===== config.mk =====
export PLATFORM = sky130hd
export DESIGN_NAME = rgen_host_arbiter
export DESIGN_NICKNAME = d
export VERILOG_FILES = /design/src/rtl/rgen_host_arbiter.sv
export SDC_FILE = /design/constraint.sdc
export NUM_CORES = 1
export LEC_CHECK = 0
export ABC_CLOCK_PERIOD_IN_PS = 1500
export BUFFER_PORTS_ARGS = -buffer_cell sky130_fd_sc_hd__buf_2
export CAP_MARGIN = 10
export CORE_ASPECT_RATIO = 1.2
export CORE_MARGIN = 8
export CORE_UTILIZATION = 36
export DETAILED_ROUTE_END_ITERATION = 8
export GPL_TIMING_DRIVEN = 0
export PLACE_DENSITY = 0.87
export SLEW_MARGIN = 10
export SYNTH_ARGS = -nofsm -noshare
export SYNTH_HDL_FRONTEND = slang
export SYNTH_SLANG_ARGS = --single-unit
export TNS_END_PERCENT = 10

===== constraint.sdc =====
create_clock -name clk -period 1.5 [get_ports clk]
set_clock_uncertainty 0.1 [all_clocks]
set_input_delay 0.225 -clock clk [delete_from_list [all_inputs] [get_ports clk]]
set_output_delay 0.225 -clock clk [all_outputs]
set_load 0.005 [all_outputs]

===== src/rtl/rgen_host_arbiter.sv =====
// Round-robin arbiter sharing one local register command bus between HOSTS host ports.
// Grant is held until the register block responds; the response is steered to the owner only.

module rgen_host_arbiter_lane #(
  parameter int IDX = 0,
  parameter int PW  = 1
) (
  input  logic          valid,
  input  logic [PW-1:0] ptr,
  input  logic          grant,
  input  logic          rsp,
  output logic          req_hi,
  output logic          rsp_out
);
  // Requests at or above the pointer win over wrapped-around ones.
  assign req_hi  = valid && (PW'(IDX) >= ptr);
  assign rsp_out = grant && rsp;
endmodule

module rgen_host_arbiter #(
  parameter int HOSTS               = 2,
  parameter int DATA_WIDTH          = 32,
  parameter int LOCAL_ADDRESS_WIDTH = 8
) (
  input  logic                                            clk,
  input  logic                                            rst_n,
  input  logic [HOSTS-1:0]                                i_command_valid,
  input  logic [HOSTS-1:0]                                i_write,
  input  logic [HOSTS-1:0]                                i_read,
  input  logic [HOSTS-1:0][LOCAL_ADDRESS_WIDTH-1:0]       i_address,
  input  logic [HOSTS-1:0][DATA_WIDTH-1:0]                i_write_data,
  input  logic [HOSTS-1:0][DATA_WIDTH-1:0]                i_write_mask,
  output logic [HOSTS-1:0]                                o_response_ready,
  output logic [DATA_WIDTH-1:0]                           o_read_data,
  output logic [1:0]                                      o_status,
  output logic                                            o_command_valid,
  output logic                                            o_write,
  output logic                                            o_read,
  output logic [LOCAL_ADDRESS_WIDTH-1:0]                  o_address,
  output logic [DATA_WIDTH-1:0]                           o_write_data,
  output logic [DATA_WIDTH-1:0]                           o_write_mask,
  input  logic                                            i_response_ready,
  input  logic [DATA_WIDTH-1:0]                           i_read_data,
  input  logic [1:0]                                      i_status,
  output logic [HOSTS-1:0]                                o_grant
);
  localparam int PW = (HOSTS > 1) ? $clog2(HOSTS) : 1;

  typedef enum logic {IDLE, BUSY} state_t;

  state_t          state;
  logic [PW-1:0]   ptr, gidx, win_idx;
  logic [HOSTS-1:0] req_hi;

  for (genvar g = 0; g < HOSTS; g++) begin : g_lane
    rgen_host_arbiter_lane #(.IDX(g), .PW(PW)) u_lane (
      .valid   (i_command_valid[g]),
      .ptr     (ptr),
      .grant   (o_grant[g]),
      .rsp     (i_response_ready),
      .req_hi  (req_hi[g]),
      .rsp_out (o_response_ready[g])
    );
  end

  // Lowest-index request wins; the pointer-masked pass overrides the wrap-around pass.
  always_comb begin
    win_idx = '0;
    for (int i = HOSTS - 1; i >= 0; i--)
      if (i_command_valid[i]) win_idx = PW'(i);
    for (int i = HOSTS - 1; i >= 0; i--)
      if (req_hi[i]) win_idx = PW'(i);
  end

  assign o_read_data = i_read_data;
  assign o_status    = i_status;

  always_ff @(posedge clk or negedge rst_n) begin
    if (!rst_n) begin
      state           <= IDLE;
      ptr             <= '0;
      gidx            <= '0;
      o_grant         <= '0;
      o_command_valid <= 1'b0;
      o_write         <= 1'b0;
      o_read          <= 1'b0;
      o_address       <= '0;
      o_write_data    <= '0;
      o_write_mask    <= '0;
    end else begin
      case (state)
        IDLE: begin
          if (|i_command_valid) begin
            state           <= BUSY;
            gidx            <= win_idx;
            o_grant         <= HOSTS'(1) << win_idx;
            o_command_valid <= 1'b1;
            o_write         <= i_write[win_idx];
            o_read          <= i_read[win_idx];
            o_address       <= i_address[win_idx];
            o_write_data    <= i_write_data[win_idx];
            o_write_mask    <= i_write_mask[win_idx];
          end
        end
        BUSY: begin
          // Command fields stay frozen until the register block answers.
          if (i_response_ready) begin
            state           <= IDLE;
            o_grant         <= '0;
            o_command_valid <= 1'b0;
            ptr             <= (gidx == PW'(HOSTS - 1)) ? '0 : gidx + PW'(1);
          end
        end
        default: state <= IDLE;
      endcase
    end
  end
endmodule


=== Word-level counts from Yosys, hierarchy flattened ===
Cells that the tools add are included.

* Flip-flop bits (word level): 80

* Reductions and logical operators: 8
* Multiplexer cells: 24
* Eq/ne operators: 2
* $lt $le $gt $ge: 3
* $add $sub $neg: 1
* Shift operators: 1
* Bitwise operators: 1

{| class="wikitable"
|+ Operator list
! cell !! count
|-
| $mux 32 || 4
|-
| $mux 8 || 2
|-
| $mux 1 || 13
|-
| $reduce_and 2->1 || 3
|-
| $logic_and 1x1->1 || 4
|-
| $mux 2 || 2
|-
| $ne 2x2->1 const B || 2
|-
| $pmux 1 s2 || 2
|-
| $pmux 2 s2 || 1
|-
| $ge 1x1->1 const A || 2
|-
| $lt 1x2->1 const B || 1
|-
| $reduce_or 2->1 || 1
|-
| $shl 1x1->2 const A || 1
|-
| $add 1x1->1 const B || 1
|-
| $not 1->1 || 1
|}

=== Longest topological paths before layout ===
Gate-level depths: netlist of run 1.

* Depth in word-level cells: 7
* Depth in mapped cells: 5

=== Hierarchy ===
A second synthesis of run 1 with hierarchy kept.

* Cells, all modules: 307
* Area total of the unflattened synthesis: 3,759.9 um^2

{| class="wikitable"
|+ By module, submodules not included
! module !! times used !! seq. area each (um^2) !! cells an instance !! area each (um^2)
|-
| rgen_host_arbiter || 1 || 2,001.9 || 303 || 3,726.1
|-
| rgen_host_arbiter_lane (g_lane[0].u_lane) || 1 || 0.0 || 2 || 20.0
|-
| rgen_host_arbiter_lane (g_lane[1].u_lane) || 1 || 0.0 || 2 || 13.8
|}

=== Worst setup path after synthesis of run 1 ===
Ideal clock, no wire load.

* Kind: reg-to-reg
* From: register state
* To: register o_write_mask[22]
* Arrival time: 1,235 ps
* Setup time: 126 ps
* Required time: 1,274 ps
* Cell stages (with the launch flop): 5
* Period minus slack after synthesis: 1,461 ps
* Slack: 39 ps
* Path through: dfrtp_1 > o21bai_2 > buf_2 > buf_2 > a221o_1

* Longest elaborated chain between the ends: 2

{| class="wikitable"
|+ RTL lines
! element !! RTL line !! RTL
|-
| start, declared || 51 || <nowiki>state_t state;</nowiki>
|-
| start signal, assigned || 80 || <nowiki>state <= IDLE;</nowiki>
|-
| start signal, assigned || 94 || <nowiki>state <= BUSY;</nowiki>
|-
| start signal, assigned || 108 || <nowiki>state <= IDLE;</nowiki>
|-
| $not 1->1 (no line) || -- ||
|-
| $reduce_and 2->1 (no line) || -- ||
|-
| end signal, assigned || 102 || <nowiki>o_write_mask <= i_write_mask[win_idx];</nowiki>
|-
| end, declared || 41 || <nowiki>output logic [DATA_WIDTH-1:0] o_write_mask,</nowiki>
|}

No other way between the ends.
A chain may end at the register's enable or synchronous reset.

=== Worst setup path after layout of run 1 ===
* From: register state
* To: register o_write_mask[27]

Same word-level chain as after synthesis.

==> flow_summary_export.csv, run 1 <==
group,metric,value,unit
run_status,status,"finished with violations",
run_status,violations,"negative setup slack",
cts,clock_path_buffers,2,
detailed_routing,wl_per_cell,19.96,um
detailed_routing,drt_pre_antenna_iters,4,
critical_path,crit_path_start_kind,"flop",
placed_design,port_buffers,265,
critical_path,endpoint,"o_write_mask[27]",
placed_design,hpwlAfterDp,11440,um
timing,rsz0062_at_grt,"true",
critical_path,r2r_start,"state",
detailed_routing,ant_nets,0,
cells_and_area,drive_gt1_frac,0.5954,
critical_path,reg2reg_to,"o_write_mask[27]",
timing,tightest_slew,0.5409,ns
logic_synthesis,ys_seq_elements,80,
logic_synthesis,synth_cell_types,17,
grt,grt_first_pass_wirelength,21360,um
cells_and_area,diodes,0,
timing,setup_viol,26,
grt,grt_max_degree,42,
cts,clock_sinks,80,
critical_path,arrival,1.65,ns
job,max_cap_violations,0,
floorplanning,core_area,10360,sq um
timing,setup_slack,-0.04258,ns
logic_synthesis,syn_area_per_cell,12.01,sq um
placed_design,pre_cts_ws,-0.3095,ns
cts,cts-root-buf,"clkbuf_16",
power_and_ir_drop,power_density,1272,nW/um^2
power_and_ir_drop,p_leak,3.331,nW
hold_path,min_path_type,"in -> reg",
cts,htreeDepth,3,
timing,holdWs,0.02073,ns
timing,finalHoldViolations,0,
critical_path,path_class,"reg -> reg",
grt,grt-ovfl-total,0,
power_and_ir_drop,peakVddDrop,483.7,uV
detailed_routing,drtIter0Drc,203,
timing,finalCritPeriodShare,1.028,
timing,fin_tns_setup,-0.5105,ns
cts,cts.reportedPaths.clkPinSlew,0.06,ns
timing,layout_min_cycle_time,1.543,ns
critical_path,r2r_setup_slack,-0.04,ns
timing,clock.fmax,0.6483,GHz
cts,cts_inserted_buffers,9,
logic_synthesis,ys_seq_area_frac,0.5307,
detailed_routing,vias,3878,
grt,grt_usage,0.1946,
cts,insertion_delay,0.32,ns
detailed_routing,wirelength,14610,um
logic_synthesis,yosys_warnings,0,
floorplanning,fp-row-count,41,
timing,slew_headroom,0.6394,
grt,antenna_found_initial,1,
floorplanning,dieArea,14020,sq um
detailed_routing,drc,0,
logic_synthesis,netlist_area,3772,sq um
logic_synthesis,synthCells,314,
logic_synthesis,synth_nets,501,
critical_path,required,1.61,ns
floorplanning,io_pins,300,
placed_design,gp_congestion,0.8693,
cells_and_area,n_fill_cell,908,
grt,grt_pass1_vias,4163,
cells_and_area,fin_nets,785,
detailed_routing,via_per_inst,5.298,
timing,final-max-slew-violation-count,0,
floorplanning,start_util,0.3640,
critical_path,cp-end-kind,"flop",
cells_and_area,final_core_util,0.5551,
floorplanning,fp.dieW,109.4,um
critical_path,ff2ff_path_depth,4,
critical_path,crit_start,"state",
critical_path,path_max_fanout,10,
placed_design,placed_cell_area,5283,sq um
cts,cts_tree,"yes",
cells_and_area,syn_to_final_growth,52.47,%
floorplanning,dieHeight,128.1,um
hold_path,min-delay-start,"i_write_data[52]",
cells_and_area,fin_area,5752,sq um
-- worst max-delay path: stages, from the launching register on --
cell and delay (ns):
dfrtp_2 0.46, o21bai_4 0.25, buf_8 0.17, buf_6 0.14, a221o_1 0.30
-- registers in the layout, indices dropped and copies added, names as in the netlist, 2 cells and up --
name and flops:
o_address 8, o_grant 2, o_write_data 32, o_write_mask 32
-- cell usage after synthesis (all sizes together) --
cell / instances / share of area
a21o: 1 / 0.0020
a221o: 74 / 0.20
a31o: 1 / 0.0023
a32o: 1 / 0.0027
and2: 2 / 0.0033
and3: 74 / 0.12
buf: 56 / 0.11
clkbuf: 14 / 0.014
dfrtp: 80 / 0.53
nand2: 5 / 0.0050
nor2b: 2 / 0.0033
nor3b: 1 / 0.0033
o21ai: 1 / 0.0013
o21bai: 1 / 0.0030
o31a: 1 / 0.0023
-- metrics by stage --
step | total power (W) | instances
global route | 0.007704 | 732
finish | 0.007317 | 732
detailed placement | 0.005072 | 709
CTS | 0.007364 | 730
floorplan | 0.003934 | 314
global placement | 0.004988 | 708
-- cell families after synthesis --
group | after synthesis | synth area share
buffers and inverters | 70 | 0.1217
and+or+nand+nor | 84 | 0.1376
DFF | 80 | 0.5307
AOI/OAI and AO/OA | 80 | 0.2100
-- how the worst min path moves through the flow --
| stage | to | slack, ns | depth (start not counted) |
|---|---|---|---|
| floorplan | gidx | -0.17 | 0 |
| global placement | ptr | 0.36 | 1 |
| detailed placement | o_address[5] | 0.14 | 1 |
| CTS | o_write_data[20] | 0.008 | 2 |
| global route | o_write_data[3] | 0.02 | 2 |
| finish | o_write_data[20] | 0.02 | 2 |
-- layout make-up --
| cell class | count | area [sq um] | share of cell area |
|---|---|---|---|
| Clock buffer | 11 | 242.7 | 0.04220 |
| Sequential cell | 80 | 2003 | 0.3483 |
| Timing Repair Buffer | 273 | 1408 | 0.2447 |
| Multi-Input combinational cell | 164 | 1338 | 0.2325 |
| Clock inverter | 5 | 56.30 | 0.009789 |
| Tap cell | 129 | 161.4 | 0.02806 |
| Buffer | 70 | 543.0 | 0.09441 |
-- what timing repair did --
action                                 CTS  global route
endpoints found under the hold margin   40             0
gates resized for setup                 34            17
hold buffers                             1             0
setup buffers                            4             1
setup endpoints to repair               78            77
pin swaps                               18            13
cloned                                   0             1
-- metal layers --
| layer | up-vias | routed length, um | share of wire | track usage |
|---|---|---|---|---|
| li1 | 1763 | - | - | - |
| met5 | - | 17 | 0.0012 | 0 |
| met2 | 203 | 7460 | 0.51 | 0.3355 |
| met1 | 1880 | 5514 | 0.38 | 0.2188 |
| met4 | 2 | 358 | 0.024 | 0.08360 |
| met3 | 30 | 1262 | 0.086 | 0.05080 |
-- where the power goes --
group	switching (W)	internal, W	leakage (nW)
Combinational	0.000919	0.00120	2.20
Clock	0.000847	0.00133	0.145
Sequential	0.000326	0.00270	0.987
Total	0.00209	0.00523	3.33
-- placed cells by master (no fill, tap or decap), types with 2 or more instances in the layout --
cell	n
buf_2	270
clkinv_2	2
clkbuf_1	5
clkbuf_16	9
a221o_1	74
and2_1	2
buf_8	4
nand2_1	4
buf_4	53
and3_1	74
dfrtp_1	79
buf_6	7
clkbuf_2	2
No activity file was read; power rests on OpenSTA's default activity.
==> run 2: changes to the inputs <==
--- a/config.mk
+++ b/config.mk
@@ -5,7 +5,6 @@
 export SDC_FILE = /design/constraint.sdc
 export NUM_CORES = 1
 export LEC_CHECK = 0
-export ABC_CLOCK_PERIOD_IN_PS = 1500
 export BUFFER_PORTS_ARGS = -buffer_cell sky130_fd_sc_hd__buf_2
 export CAP_MARGIN = 10
 export CORE_ASPECT_RATIO = 1.2
@@ -14,6 +13,7 @@
 export DETAILED_ROUTE_END_ITERATION = 8
 export GPL_TIMING_DRIVEN = 0
 export PLACE_DENSITY = 0.87
+export SETUP_SLACK_MARGIN = 0.2
 export SLEW_MARGIN = 10
 export SYNTH_ARGS = -nofsm -noshare
 export SYNTH_HDL_FRONTEND = slang
==> run 2 against run 1 <==
Net effect:
- the run still ends with negative setup slack left
- sequential share of layout area is 0.92 points lower
- utilization grew 1.5 points
- register-to-register slack better by 0.02 ns
- hold slack improved by 0.0058 ns
- critical path depth did not move
- final cell count is 0.14% higher
- worst setup slack improved by 0.022 ns
- via count down 0.77%
- fmax increased by 1.5%
- count of clock-buffer cells in the layout decreased by 1
- sequential power is essentially flat
- final area is 2.8% higher
- largest cell class is now buffers
- highest routed layer unchanged
==> flow_summary_export.csv, run 2 (synthesized netlist as in run 1, its figures left out) <==
group,metric,value,unit
detailed_routing,dr_wl_met3,1420,um
critical_path,critical_path.cell_chain,"o21bai_4, buf_8, buf_6, a221o_1",
cts,clock_path_buffers,2,
power_and_ir_drop,power,0.007422,W
detailed_routing,routed.top_layer,"met5",
run_status,violations,"negative setup slack",
cts,cts_tree,"yes",
critical_path,path_delay_family,"compound AO/OA/AOI/OAI gates",
critical_path,path_max_fanout,10,
cells_and_area,diodes,0,
floorplanning,io_pins,300,
timing,finalHoldViolations,0,
hold_path,min_path_type,"in -> reg",
floorplanning,dieHeight,128.1,um
hold_path,min-delay-start,"i_write_mask[36]",
critical_path,arrival,1.63,ns
critical_path,cp_num_cells,4,
floorplanning,fp-row-count,41,
grt,grt_max_degree,43,
cells_and_area,n_fill_cell,923,
critical_path,cp-end-kind,"flop",
critical_path,ff2ff_path_depth,4,
cells_and_area,syn_to_final_growth,56.68,%
placed_design,hpwlAfterDp,11560,um
cts,cts.reportedPaths.clkPinSlew,0.06,ns
floorplanning,core_area,10360,sq um
grt,grt_pass1_vias,4310,
timing,clock.fmax,0.6577,GHz
cells_and_area,reg_top3,"o_write_data (32), o_write_mask (32), o_address (8)",
detailed_routing,vias,3848,
critical_path,cp_slowest_stage_delay,0.45,ns
hold_path,hold_depth,2,
critical_path,required,1.61,ns
critical_path,crit_path_top_delay_cell,"dfrtp_2",
power_and_ir_drop,power_density,1256,nW/um^2
floorplanning,fp.dieW,109.4,um
detailed_routing,wl_per_cell,20.05,um
cells_and_area,layout_common_cells,"buf_2 (265), dfrtp_1 (78), a221o_1 (74)",
timing,setup_slack,-0.02045,ns
floorplanning,dieArea,14020,sq um
timing,rsz0062_at_grt,"true",
detailed_routing,drc,0,
detailed_routing,via_per_inst,5.250,
grt,grt-ovfl-total,0,
grt,grt_first_pass_wirelength,21440,um
cts,htreeDepth,3,
critical_path,r2r_start,"state",
power_and_ir_drop,p_leak,3.344,nW
floorplanning,start_util,0.3640,
critical_path,crit_path_start_kind,"flop",
detailed_routing,ant_nets,0,
cells_and_area,multi_input_area,1400,sq um
critical_path,reg2reg_to,"o_write_mask[24]",
critical_path,path_class,"reg -> reg",
power_and_ir_drop,peakVddDrop,583.6,uV
grt,grt_usage,0.1956,
placed_design,pre_cts_ws,-0.1691,ns
cts,cts_inserted_buffers,9,
hold_path,holdPathEnd,"o_write_mask[4]",
critical_path,r2r_setup_slack,-0.02,ns
job,max_cap_violations,0,
detailed_routing,drt-met1-wl,5379,um
cts,clock_sinks,80,
critical_path,cp_num_buf_inv,2,
timing,fin_tns_setup,-0.1586,ns
cells_and_area,final_common_cell,"buf_2",
placed_design,port_buffers,265,
cells_and_area,final_core_util,0.5704,
timing,layout_min_cycle_time,1.520,ns
detailed_routing,drtIter0Drc,146,
run_status,status,"finished with violations",
grt,antenna_found_initial,1,
timing,slew_headroom,0.6490,
timing,finalCritPeriodShare,1.014,
cts,insertion_delay,0.33,ns
cells_and_area,register_area,2004,sq um
detailed_routing,drt_pre_antenna_iters,4,
timing,tightest_slew,0.5265,ns
cts,cts-root-buf,"clkbuf_16",
timing,setup_viol,19,
detailed_routing,met2_length,7521,um
detailed_routing,wirelength,14700,um
timing,final-max-slew-violation-count,0,
placed_design,gp_congestion,0.8731,
cells_and_area,drive_gt1_frac,0.6209,
cells_and_area,fin_nets,786,
## run 2: what timing repair did
action                                  4_1_cts  5_1_grt
gates cloned                                  0        2
buffers inserted                              3        2
hold buffers                                  1        0
pin swaps                                     4        4
gates resized for setup                      26       30
endpoints found under the setup margin       82       81
hold endpoints to repair                     41        0
## run 2: worst max-delay path by stage
stage                                  end          startpoint  slack (ns)
after floorplan               o_address[6]               state        0.13
after global placement    o_write_mask[23]               rst_n       -0.45
after CTS                 o_write_mask[24]               state       -0.03
after detailed placement   o_write_mask[8]  i_command_valid[1]       -0.17
after global routing          o_address[6]                 ptr       -0.08
final                     o_write_mask[24]               state       -0.02
## run 2: final cells by class
| type | count | share of cell area |
|---|---|---|
| Timing Repair Buffer | 274 | 0.2462 |
| Clock buffer | 10 | 0.03874 |
| Sequential cell | 80 | 0.3391 |
| Buffer | 70 | 0.09992 |
| Multi-Input combinational cell | 164 | 0.2369 |
| Tap cell | 129 | 0.02731 |
| Clock inverter | 6 | 0.01185 |
## run 2: power breakdown
| group | internal [W] | total [W] | leakage [nW] | switching (W) |
|---|---|---|---|---|
| Clock | 0.00130 | 0.00218 | 0.135 | 0.000885 |
| Combinational | 0.00128 | 0.00221 | 2.22 | 0.000935 |
| Sequential | 0.00270 | 0.00303 | 0.986 | 0.000334 |
## run 2: per-stage QoR
stage | hold slack (ns) | std cells | cell area (sq um)
2_1_floorplan | -0.1706 | 314 | 3892
3_3_place_gp | 0.3552 | 708 | 5380
3_5_place_dp | 0.1394 | 709 | 5403
4_1_cts | 0.01521 | 729 | 5794
5_1_grt | 0.01363 | 733 | 5911
6_report | 0.02656 | 733 | 5911
## run 2: layer usage
layer / track usage / vias to the layer above
met2: 0.3486 / 202
met5: 0 / -
met4: 0.07325 / 2
met1: 0.2058 / 1847
li1: - / 1766
met3: 0.06439 / 31
